[config.mk]
export PLATFORM = sky130hd
export DESIGN_NAME = wb_conmax_slave_if_n_flat
export DESIGN_NICKNAME = d
export VERILOG_FILES = /design/src/rtl/wb_conmax_slave_if_n_if.sv /design/src/rtl/wb_conmax_slave_if_n.sv /design/src/flat_wrapper.sv
export SDC_FILE = /design/constraint.sdc
export NUM_CORES = 1
export LEC_CHECK = 0
export BUFFER_PORTS_ARGS = -buffer_cell sky130_fd_sc_hd__buf_2
export CAP_MARGIN = 40
export CORE_AREA = 8 8 377 379
export CTS_BUF_LIST = sky130_fd_sc_hd__clkbuf_4 sky130_fd_sc_hd__clkbuf_8 sky130_fd_sc_hd__clkbuf_16
export DETAILED_ROUTE_END_ITERATION = 8
export DIE_AREA = 0 0 385 387
export GPL_ROUTABILITY_DRIVEN = 0
export HOLD_SLACK_MARGIN = 0.03
export MAX_ROUTING_LAYER = met4
export PLACE_DENSITY = 0.32
export SYNTH_ARGS = -nofsm -noshare
export SYNTH_HDL_FRONTEND = slang
export SYNTH_SLANG_ARGS = --single-unit
[constraint.sdc]
create_clock -name clk_i -period 3 [get_ports clk_i]
set_input_delay 0.3 -clock clk_i [delete_from_list [all_inputs] [get_ports clk_i]]
set_output_delay 0.3 -clock clk_i [all_outputs]
set_load 0.02 [all_outputs]
[src/rtl/wb_conmax_slave_if_n_if.sv]
// Bus bundle for one conmax slave port: NM Wishbone master ports on one side,
// a single Wishbone slave on the other.
//   slave  modport : view of the arbiter block (takes master requests and
//                    slave responses, drives master responses and slave request)
//   master modport : view of the surrounding environment (the opposite directions)
interface wb_conmax_slave_if_n_if #(
  parameter int NM = 8,
  parameter int AW = 32,
  parameter int DW = 32,
  parameter int SW = DW / 8
);
  logic [NM*DW-1:0] m_data_i;
  logic [NM*AW-1:0] m_addr_i;
  logic [NM*SW-1:0] m_sel_i;
  logic [NM-1:0]    m_we_i;
  logic [NM-1:0]    m_cyc_i;
  logic [NM-1:0]    m_stb_i;
  logic [NM*DW-1:0] m_data_o;
  logic [NM-1:0]    m_ack_o;
  logic [NM-1:0]    m_err_o;
  logic [NM-1:0]    m_rty_o;
  logic [DW-1:0]    wb_data_i;
  logic             wb_ack_i;
  logic             wb_err_i;
  logic             wb_rty_i;
  logic [DW-1:0]    wb_data_o;
  logic [AW-1:0]    wb_addr_o;
  logic [SW-1:0]    wb_sel_o;
  logic             wb_we_o;
  logic             wb_cyc_o;
  logic             wb_stb_o;

  modport slave (
    input  m_data_i, m_addr_i, m_sel_i, m_we_i, m_cyc_i, m_stb_i,
    input  wb_data_i, wb_ack_i, wb_err_i, wb_rty_i,
    output m_data_o, m_ack_o, m_err_o, m_rty_o,
    output wb_data_o, wb_addr_o, wb_sel_o, wb_we_o, wb_cyc_o, wb_stb_o
  );

  modport master (
    output m_data_i, m_addr_i, m_sel_i, m_we_i, m_cyc_i, m_stb_i,
    output wb_data_i, wb_ack_i, wb_err_i, wb_rty_i,
    input  m_data_o, m_ack_o, m_err_o, m_rty_o,
    input  wb_data_o, wb_addr_o, wb_sel_o, wb_we_o, wb_cyc_o, wb_stb_o
  );
endinterface

[src/rtl/wb_conmax_slave_if_n.sv]
// Conmax slave port: arbitrates NM Wishbone masters onto one slave with a
// registered grant, fixed / round-robin / priority+round-robin arbitration and
// a per-transfer watchdog that ends a hung transfer with an error.
// Ports:
//   clk_i, rst_ni : clock, asynchronous active-low reset
//   conf          : 2-bit priority per master (3 = highest), ARB_MODE 2 only
//   to_limit      : watchdog limit in stalled cycles, 0 disables
//   bus           : master-side and slave-side Wishbone signals
//   gnt_o         : current grant index
//   busy_o        : a grant is active
//   timeout_o     : one-cycle pulse on watchdog expiry
module wb_conmax_slave_if_n #(
  parameter int NM       = 8,
  parameter int AW       = 32,
  parameter int DW       = 32,
  parameter int SW       = DW / 8,
  parameter int ARB_MODE = 2,
  parameter int TO_W     = 8
) (
  input  logic                   clk_i,
  input  logic                   rst_ni,
  input  logic [2*NM-1:0]        conf,
  input  logic [TO_W-1:0]        to_limit,
  wb_conmax_slave_if_n_if.slave  bus,
  output logic [$clog2(NM)-1:0]  gnt_o,
  output logic                   busy_o,
  output logic                   timeout_o
);
  localparam int GW = $clog2(NM);

  typedef enum logic [1:0] {IDLE, BUSY, HOLD} state_t;

  state_t          state_q, state_d;
  logic [GW-1:0]   gnt_q, gnt_d, ptr_q, ptr_d, win;
  logic [TO_W-1:0] wd_q, wd_d;

  logic [AW-1:0] addr_a [NM];
  logic [DW-1:0] data_a [NM];
  logic [SW-1:0] sel_a  [NM];
  logic [1:0]    lvl_a  [NM];

  for (genvar k = 0; k < NM; k++) begin : g_split
    assign addr_a[k] = bus.m_addr_i[k*AW +: AW];
    assign data_a[k] = bus.m_data_i[k*DW +: DW];
    assign sel_a[k]  = bus.m_sel_i[k*SW +: SW];
    assign lvl_a[k]  = conf[2*k +: 2];
  end

  logic          g_cyc, g_stb, s_resp, stall, expire;
  logic [NM-1:0] g_onehot;

  assign g_cyc    = bus.m_cyc_i[gnt_q];
  assign g_stb    = bus.m_stb_i[gnt_q];
  assign g_onehot = NM'(1) << gnt_q;
  assign s_resp   = bus.wb_ack_i | bus.wb_err_i | bus.wb_rty_i;
  // A response or a dropped cyc in the expiry cycle suppresses the timeout,
  // because either one removes the stall condition.
  assign stall    = (state_q == BUSY) & g_cyc & g_stb & ~s_resp;
  assign expire   = stall & (to_limit != '0) & (wd_q == to_limit - TO_W'(1));

  assign gnt_o         = gnt_q;
  assign bus.m_data_o  = {NM{bus.wb_data_i}};

  // Arbitration. In mode 2 the round-robin scan is restricted to requesters
  // sitting at the highest level present; modes 1 and 2 scan from ptr+1.
  logic [1:0]    top_lvl;
  logic [NM-1:0] rr_req;
  logic          win_found;
  int unsigned   idx;

  always_comb begin
    top_lvl   = '0;
    rr_req    = '0;
    win       = '0;
    win_found = 1'b0;
    idx       = 0;
    for (int unsigned i = 0; i < NM; i++)
      if (bus.m_cyc_i[i] && lvl_a[i] > top_lvl) top_lvl = lvl_a[i];
    for (int unsigned i = 0; i < NM; i++)
      if (bus.m_cyc_i[i] && (ARB_MODE != 2 || lvl_a[i] == top_lvl)) rr_req[i] = 1'b1;
    if (ARB_MODE == 0) begin
      for (int unsigned i = 0; i < NM; i++)
        if (!win_found && rr_req[i]) begin
          win       = GW'(i);
          win_found = 1'b1;
        end
    end else begin
      for (int unsigned i = 1; i <= NM; i++) begin
        idx = 32'(ptr_q) + i;
        if (idx >= NM) idx = idx - NM;
        if (!win_found && rr_req[idx]) begin
          win       = GW'(idx);
          win_found = 1'b1;
        end
      end
    end
  end

  always_ff @(posedge clk_i or negedge rst_ni) begin
    if (!rst_ni) begin
      state_q <= IDLE;
      gnt_q   <= '0;
      ptr_q   <= GW'(NM - 1);
      wd_q    <= '0;
    end else begin
      state_q <= state_d;
      gnt_q   <= gnt_d;
      ptr_q   <= ptr_d;
      wd_q    <= wd_d;
    end
  end

  always_comb begin
    state_d       = state_q;
    gnt_d         = gnt_q;
    ptr_d         = ptr_q;
    wd_d          = '0;
    busy_o        = 1'b0;
    timeout_o     = 1'b0;
    bus.wb_cyc_o  = 1'b0;
    bus.wb_stb_o  = 1'b0;
    bus.wb_we_o   = 1'b0;
    bus.wb_addr_o = '0;
    bus.wb_data_o = '0;
    bus.wb_sel_o  = '0;
    bus.m_ack_o   = '0;
    bus.m_err_o   = '0;
    bus.m_rty_o   = '0;
    unique case (state_q)
      IDLE: begin
        if (|bus.m_cyc_i) begin
          state_d = BUSY;
          gnt_d   = win;
          ptr_d   = win;
        end
      end
      BUSY: begin
        busy_o        = 1'b1;
        bus.wb_cyc_o  = g_cyc;
        bus.wb_stb_o  = g_stb;
        bus.wb_we_o   = bus.m_we_i[gnt_q];
        bus.wb_addr_o = addr_a[gnt_q];
        bus.wb_data_o = data_a[gnt_q];
        bus.wb_sel_o  = sel_a[gnt_q];
        bus.m_ack_o   = {NM{bus.wb_ack_i}} & g_onehot;
        bus.m_err_o   = {NM{bus.wb_err_i | expire}} & g_onehot;
        bus.m_rty_o   = {NM{bus.wb_rty_i}} & g_onehot;
        timeout_o     = expire;
        if (stall) wd_d = (wd_q == '1) ? wd_q : wd_q + 1'b1;
        if (!g_cyc)      state_d = IDLE;
        else if (expire) state_d = HOLD;
        if (state_d != BUSY) wd_d = '0;
      end
      HOLD: begin
        if (!g_cyc) state_d = IDLE;
      end
      default: state_d = IDLE;
    endcase
  end
endmodule

[src/flat_wrapper.sv]
// flat-port wrapper written by rule: the top's interface ports become plain ports
module wb_conmax_slave_if_n_flat 
#(
  parameter int NM       = 8,
  parameter int AW       = 32,
  parameter int DW       = 32,
  parameter int SW       = DW / 8,
  parameter int ARB_MODE = 2,
  parameter int TO_W     = 8
)
  (clk_i, rst_ni, conf, to_limit, gnt_o, busy_o, timeout_o, bus_m_data_i, bus_m_addr_i, bus_m_sel_i, bus_m_we_i, bus_m_cyc_i, bus_m_stb_i, bus_wb_data_i, bus_wb_ack_i, bus_wb_err_i, bus_wb_rty_i, bus_m_data_o, bus_m_ack_o, bus_m_err_o, bus_m_rty_o, bus_wb_data_o, bus_wb_addr_o, bus_wb_sel_o, bus_wb_we_o, bus_wb_cyc_o, bus_wb_stb_o);
  wb_conmax_slave_if_n_if #(.NM(NM), .AW(AW), .DW(DW), .SW(SW)) bus_i ();
  input  logic clk_i;
  input  logic rst_ni;
  input  logic [2*NM-1:0] conf;
  input  logic [TO_W-1:0] to_limit;
  output logic [$clog2(NM)-1:0] gnt_o;
  output logic busy_o;
  output logic timeout_o;
  input wire logic [$bits(bus_i.m_data_i)-1:0] bus_m_data_i;
  input wire logic [$bits(bus_i.m_addr_i)-1:0] bus_m_addr_i;
  input wire logic [$bits(bus_i.m_sel_i)-1:0] bus_m_sel_i;
  input wire logic [$bits(bus_i.m_we_i)-1:0] bus_m_we_i;
  input wire logic [$bits(bus_i.m_cyc_i)-1:0] bus_m_cyc_i;
  input wire logic [$bits(bus_i.m_stb_i)-1:0] bus_m_stb_i;
  input wire logic [$bits(bus_i.wb_data_i)-1:0] bus_wb_data_i;
  input wire logic [$bits(bus_i.wb_ack_i)-1:0] bus_wb_ack_i;
  input wire logic [$bits(bus_i.wb_err_i)-1:0] bus_wb_err_i;
  input wire logic [$bits(bus_i.wb_rty_i)-1:0] bus_wb_rty_i;
  output wire logic [$bits(bus_i.m_data_o)-1:0] bus_m_data_o;
  output wire logic [$bits(bus_i.m_ack_o)-1:0] bus_m_ack_o;
  output wire logic [$bits(bus_i.m_err_o)-1:0] bus_m_err_o;
  output wire logic [$bits(bus_i.m_rty_o)-1:0] bus_m_rty_o;
  output wire logic [$bits(bus_i.wb_data_o)-1:0] bus_wb_data_o;
  output wire logic [$bits(bus_i.wb_addr_o)-1:0] bus_wb_addr_o;
  output wire logic [$bits(bus_i.wb_sel_o)-1:0] bus_wb_sel_o;
  output wire logic [$bits(bus_i.wb_we_o)-1:0] bus_wb_we_o;
  output wire logic [$bits(bus_i.wb_cyc_o)-1:0] bus_wb_cyc_o;
  output wire logic [$bits(bus_i.wb_stb_o)-1:0] bus_wb_stb_o;
  assign bus_i.m_data_i = bus_m_data_i;
  assign bus_i.m_addr_i = bus_m_addr_i;
  assign bus_i.m_sel_i = bus_m_sel_i;
  assign bus_i.m_we_i = bus_m_we_i;
  assign bus_i.m_cyc_i = bus_m_cyc_i;
  assign bus_i.m_stb_i = bus_m_stb_i;
  assign bus_i.wb_data_i = bus_wb_data_i;
  assign bus_i.wb_ack_i = bus_wb_ack_i;
  assign bus_i.wb_err_i = bus_wb_err_i;
  assign bus_i.wb_rty_i = bus_wb_rty_i;
  assign bus_m_data_o = bus_i.m_data_o;
  assign bus_m_ack_o = bus_i.m_ack_o;
  assign bus_m_err_o = bus_i.m_err_o;
  assign bus_m_rty_o = bus_i.m_rty_o;
  assign bus_wb_data_o = bus_i.wb_data_o;
  assign bus_wb_addr_o = bus_i.wb_addr_o;
  assign bus_wb_sel_o = bus_i.wb_sel_o;
  assign bus_wb_we_o = bus_i.wb_we_o;
  assign bus_wb_cyc_o = bus_i.wb_cyc_o;
  assign bus_wb_stb_o = bus_i.wb_stb_o;
  wb_conmax_slave_if_n #(.NM(NM), .AW(AW), .DW(DW), .SW(SW), .ARB_MODE(ARB_MODE), .TO_W(TO_W)) u_core (.clk_i(clk_i), .rst_ni(rst_ni), .conf(conf), .to_limit(to_limit), .bus(bus_i), .gnt_o(gnt_o), .busy_o(busy_o), .timeout_o(timeout_o));
endmodule
==> load_flow_metrics.sql <==
INSERT INTO impl_metrics (metric_group, metric, value, unit) VALUES
('routing', 'detail-route-antenna-nets', '0', ''),
('outcome', 'run_status', 'finished, violations left', ''),
('clock_tree', 'numCtsBuffers', '3', ''),
('synth', 'synth_warnings', '0', ''),
('grt', 'antenna_found_initial', '48', ''),
('pwr', 'share_comb_of_total_power', '95.0', '%'),
('timing', 'hold_viol', '0', ''),
('place', 'buffer_ports.inserted', '696', ''),
('timing', 'worst_pin_slew', '969', 'ps'),
('synth', 'yosys.area.top_type', 'sky130_fd_sc_hd__mux4_2', ''),
('place', 'hpwl', '79500', 'um'),
('setup_path', 'setup.worst_path.start_class', 'input pin', ''),
('grt', 'grt-ovfl-total', '0', ''),
('timing', 'final.period_utilization', '301', '%'),
('layout', 'most_frequent_cells_in_the_layout', '685 x sky130_fd_sc_hd__buf_2, 175 x sky130_fd_sc_hd__buf_4, 144 x sky130_fd_sc_hd__mux4_2', ''),
('routing', 'wl_per_cell', '25.7', 'um'),
('synth', 'mappedNetlistNets', '1669', ''),
('clock_tree', 'clock_tree.htree_level_count', '1', ''),
('clock_tree', 'tritoncts', 'yes', ''),
('grt', 'via_count_of_the_first_global_routing_pass', '11400', ''),
('timing', 'finalWorstSetupSlack', '-6040', 'ps'),
('place', 'placement.cell_area', '14600', 'um^2'),
('setup_path', 'critical_path_peak_fanout', '6', ''),
('synth', 'synth-edff-count', '0', ''),
('clock_tree', 'cts_buffer_depth', '2', ''),
('layout', 'syn_to_final_growth', '65.6', '%'),
('clock_tree', 'cts.clk_slew.worst_paths', '50', 'ps'),
('synth', 'postSynthRegisterBits', '16', ''),
('grt', 'grt_max_degree', '91', ''),
('pwr', 'clockPowerShare', '1.9', '%'),
('setup_path', 'critPathRequiredTime', '3120', 'ps'),
('timing', 'slew_violations', '0', ''),
('synth', 'share_of_the_synthesized_area_in_the_top_cell_type', '33.7', '%'),
('pwr', 'total_leakage_power', '0.00697', 'uW'),
('synth', 'netlist-cell-type-count', '86', ''),
('place', 'place_ws', '-7120', 'ps'),
('pwr', 'power_frac_seq', '3.1', '%'),
('layout', 'final_layout_size_suffix_gt1_share', '73.8', '%'),
('pwr', 'netSwitchingPower', '8210', 'uW'),
('pwr', 'p_total', '14700', 'uW'),
('routing', 'dr.pass1.iters', '5', ''),
('setup_path', 'arrival', '9160', 'ps'),
('die', 'fp.dieW', '385', 'um'),
('synth', 'synth-async-reset-ratio', '100', '%'),
('grt', 'globalRouteTotalUtil', '11.3', '%'),
('die', 'number_of_rows_created_at_floorplan', '136', ''),
('synth', 'seq_area_frac_synth', '4.23', '%'),
('timing', 'timing.final.setup_violations', '8', ''),
('pwr', 'ir_drop', '0.390', 'mV'),
('setup_path', 'setup.worst_path.end_class', 'register', ''),
('setup_path', 'crit_path_frequent_cell', 'sky130_fd_sc_hd__ha_4', ''),
('grt', 'grt_first_pass_wirelength', '111000', 'um'),
('synth', 'netlist_area', '9560', 'um^2'),
('timing', 'fin_tns_setup', '-36010', 'ps'),
('worst_hold_path', 'hold_class', 'input pin to asynchronous set/reset pin', ''),
('die', 'initial_core_util', '7.01', '%'),
('setup_path', 'timing.reg2reg.setup_slack', '-140', 'ps'),
('clock_tree', 'clk-insertion-delay-late', '250', 'ps'),
('setup_path', 'setup.worst_path.class', 'input pin to register', ''),
('timing', 'period_needed', '9040', 'ps'),
('synth', 'ys.flop_type', 'sky130_fd_sc_hd__dfrtp_1', ''),
('pwr', 'sw_frac_of_total', '56.0', '%'),
('die', 'num_io_pins', '985', ''),
('clock_tree', 'cts_num_sinks', '16', ''),
('setup_path', 'critical_path.slowest_cell', 'sky130_fd_sc_hd__or3_4', ''),
('timing', 'clock-skew-final', '1.84', 'ps'),
('outcome', 'violations', 'setup timing', ''),
('die', 'die_area', '149000', 'um^2'),
('job', 'drv.max_cap_violation_count', '0', ''),
('routing', 'first_iter_violations', '810', ''),
('routing', 'avgViaCountPerCell', '3.17', '');
-- Yosys cell counts, drive strengths merged (3+ instances only) --
master	instances
a211o	6
a211oi	10
a21boi	3
a21o	8
a21oi	22
a311oi	8
a31oi	6
and2	6
and3	8
buf	281
clkbuf	35
dfrtp	13
dfstp	3
ha	15
inv	26
mux2	3
mux2i	77
mux4	144
nand2	32
nand2b	7
nand3	20
nand4	6
nor2	128
nor2b	6
nor3	24
nor4	5
nor4b	3
o211a	5
o211ai	11
o21a	4
o21ai	27
o22ai	3
o32ai	4
or2	6
or3	4
xnor2	18
xor2	13
-- through the flow --
stage,std cells,utilization (%)
after detailed placement,3352,10.7
after CTS,3395,11.3
after floorplan,1025,-
final,3427,11.6
after global placement,3352,10.7
after global routing,3422,11.6
-- critical path, delay by kind of cell --
family / cells / cell delay [ps]
AOI/OAI and AO/OA: 20 / 3410
muxes: 2 / 550
and+or+nand+nor: 18 / 2270
adders and majority gates: 7 / 1790
buffers and inverters: 8 / 830
-- sequential cells by signal (all words and copies together), names as in the netlist --
signal	cells
u_core.wd_q	8
u_core.gnt_o	3
u_core.ptr_q	3
u_core.state_q	2
-- cells by family (layout without fill, tap and decap cells) --
group	count (synthesis)	after routing	synth area share, %
buf+inv	344	931	23.7
flops	16	16	4.23
compound gates	136	136	11.3
fa+ha+maj	15	15	1.96
simple gates	259	259	13.2
xor+xnor	31	31	3.00
mux	224	224	42.5
other cells	0	21	0
-- power groups by stage --
stage / Combinational (uW) / Sequential, uW / Clock (uW)
floorplan: 7340 / 346 / 0
global placement: 12900 / 483 / 0
detailed placement: 12900 / 482 / 0
CTS: 13700 / 473 / 296
global route: 15100 / 475 / 305
finish: 13900 / 456 / 282
-- what timing repair did --
action	CTS	global route
pin swaps	58	18
hold buffers	1	0
gates resized for setup	78	68
setup endpoints to repair	38	32
buffers inserted	37	10
hold endpoints to repair	13	0
cloned	2	3
-- cell type report --
type                    instances  area [um^2]
repair buffers                900         5390
well taps                    1794         2240
fillers                     15800       120000
inverters                      27          101
clock buffers                   4         82.6
multi-input cells             665         7540
flip-flops and latches         16          415
diodes                         21         52.6
-- routing by layer --
layer / track usage (%) / routed length [um] / up-vias
met3: 4.94 / 9800 / 108
met2: 17.5 / 40200 / 623
met4: 2.56 / 2090 / 0
met5: - / 0 / -
met1: 13.5 / 35900 / 5339
li1: - / - / 4803
-- worst paths after layout --
| check | end | cells after the start | from |
|---|---|---|---|
| hold / removal | u_core.wd_q[5]$_DFFE_PN0P_ | 2 | rst_ni |
| setup / recovery | u_core.gnt_o[1]$_DFFE_PN0P_ | 55 | bus_m_cyc_i[0] |
| setup reg to reg | u_core.gnt_o[0]$_DFFE_PN0P_ | 11 | u_core.ptr_q[0]$_DFFE_PN1P_ |
| max in group asynchronous | u_core.gnt_o[1]$_DFFE_PN0P_ | 2 | rst_ni |
| hold reg to reg | u_core.ptr_q[0]$_DFFE_PN1P_ | 1 | u_core.ptr_q[0]$_DFFE_PN1P_ |
| min in group clk_i | u_core.ptr_q[0]$_DFFE_PN1P_ | 1 | u_core.ptr_q[0]$_DFFE_PN1P_ |
Power figures use the tool's default switching activity.
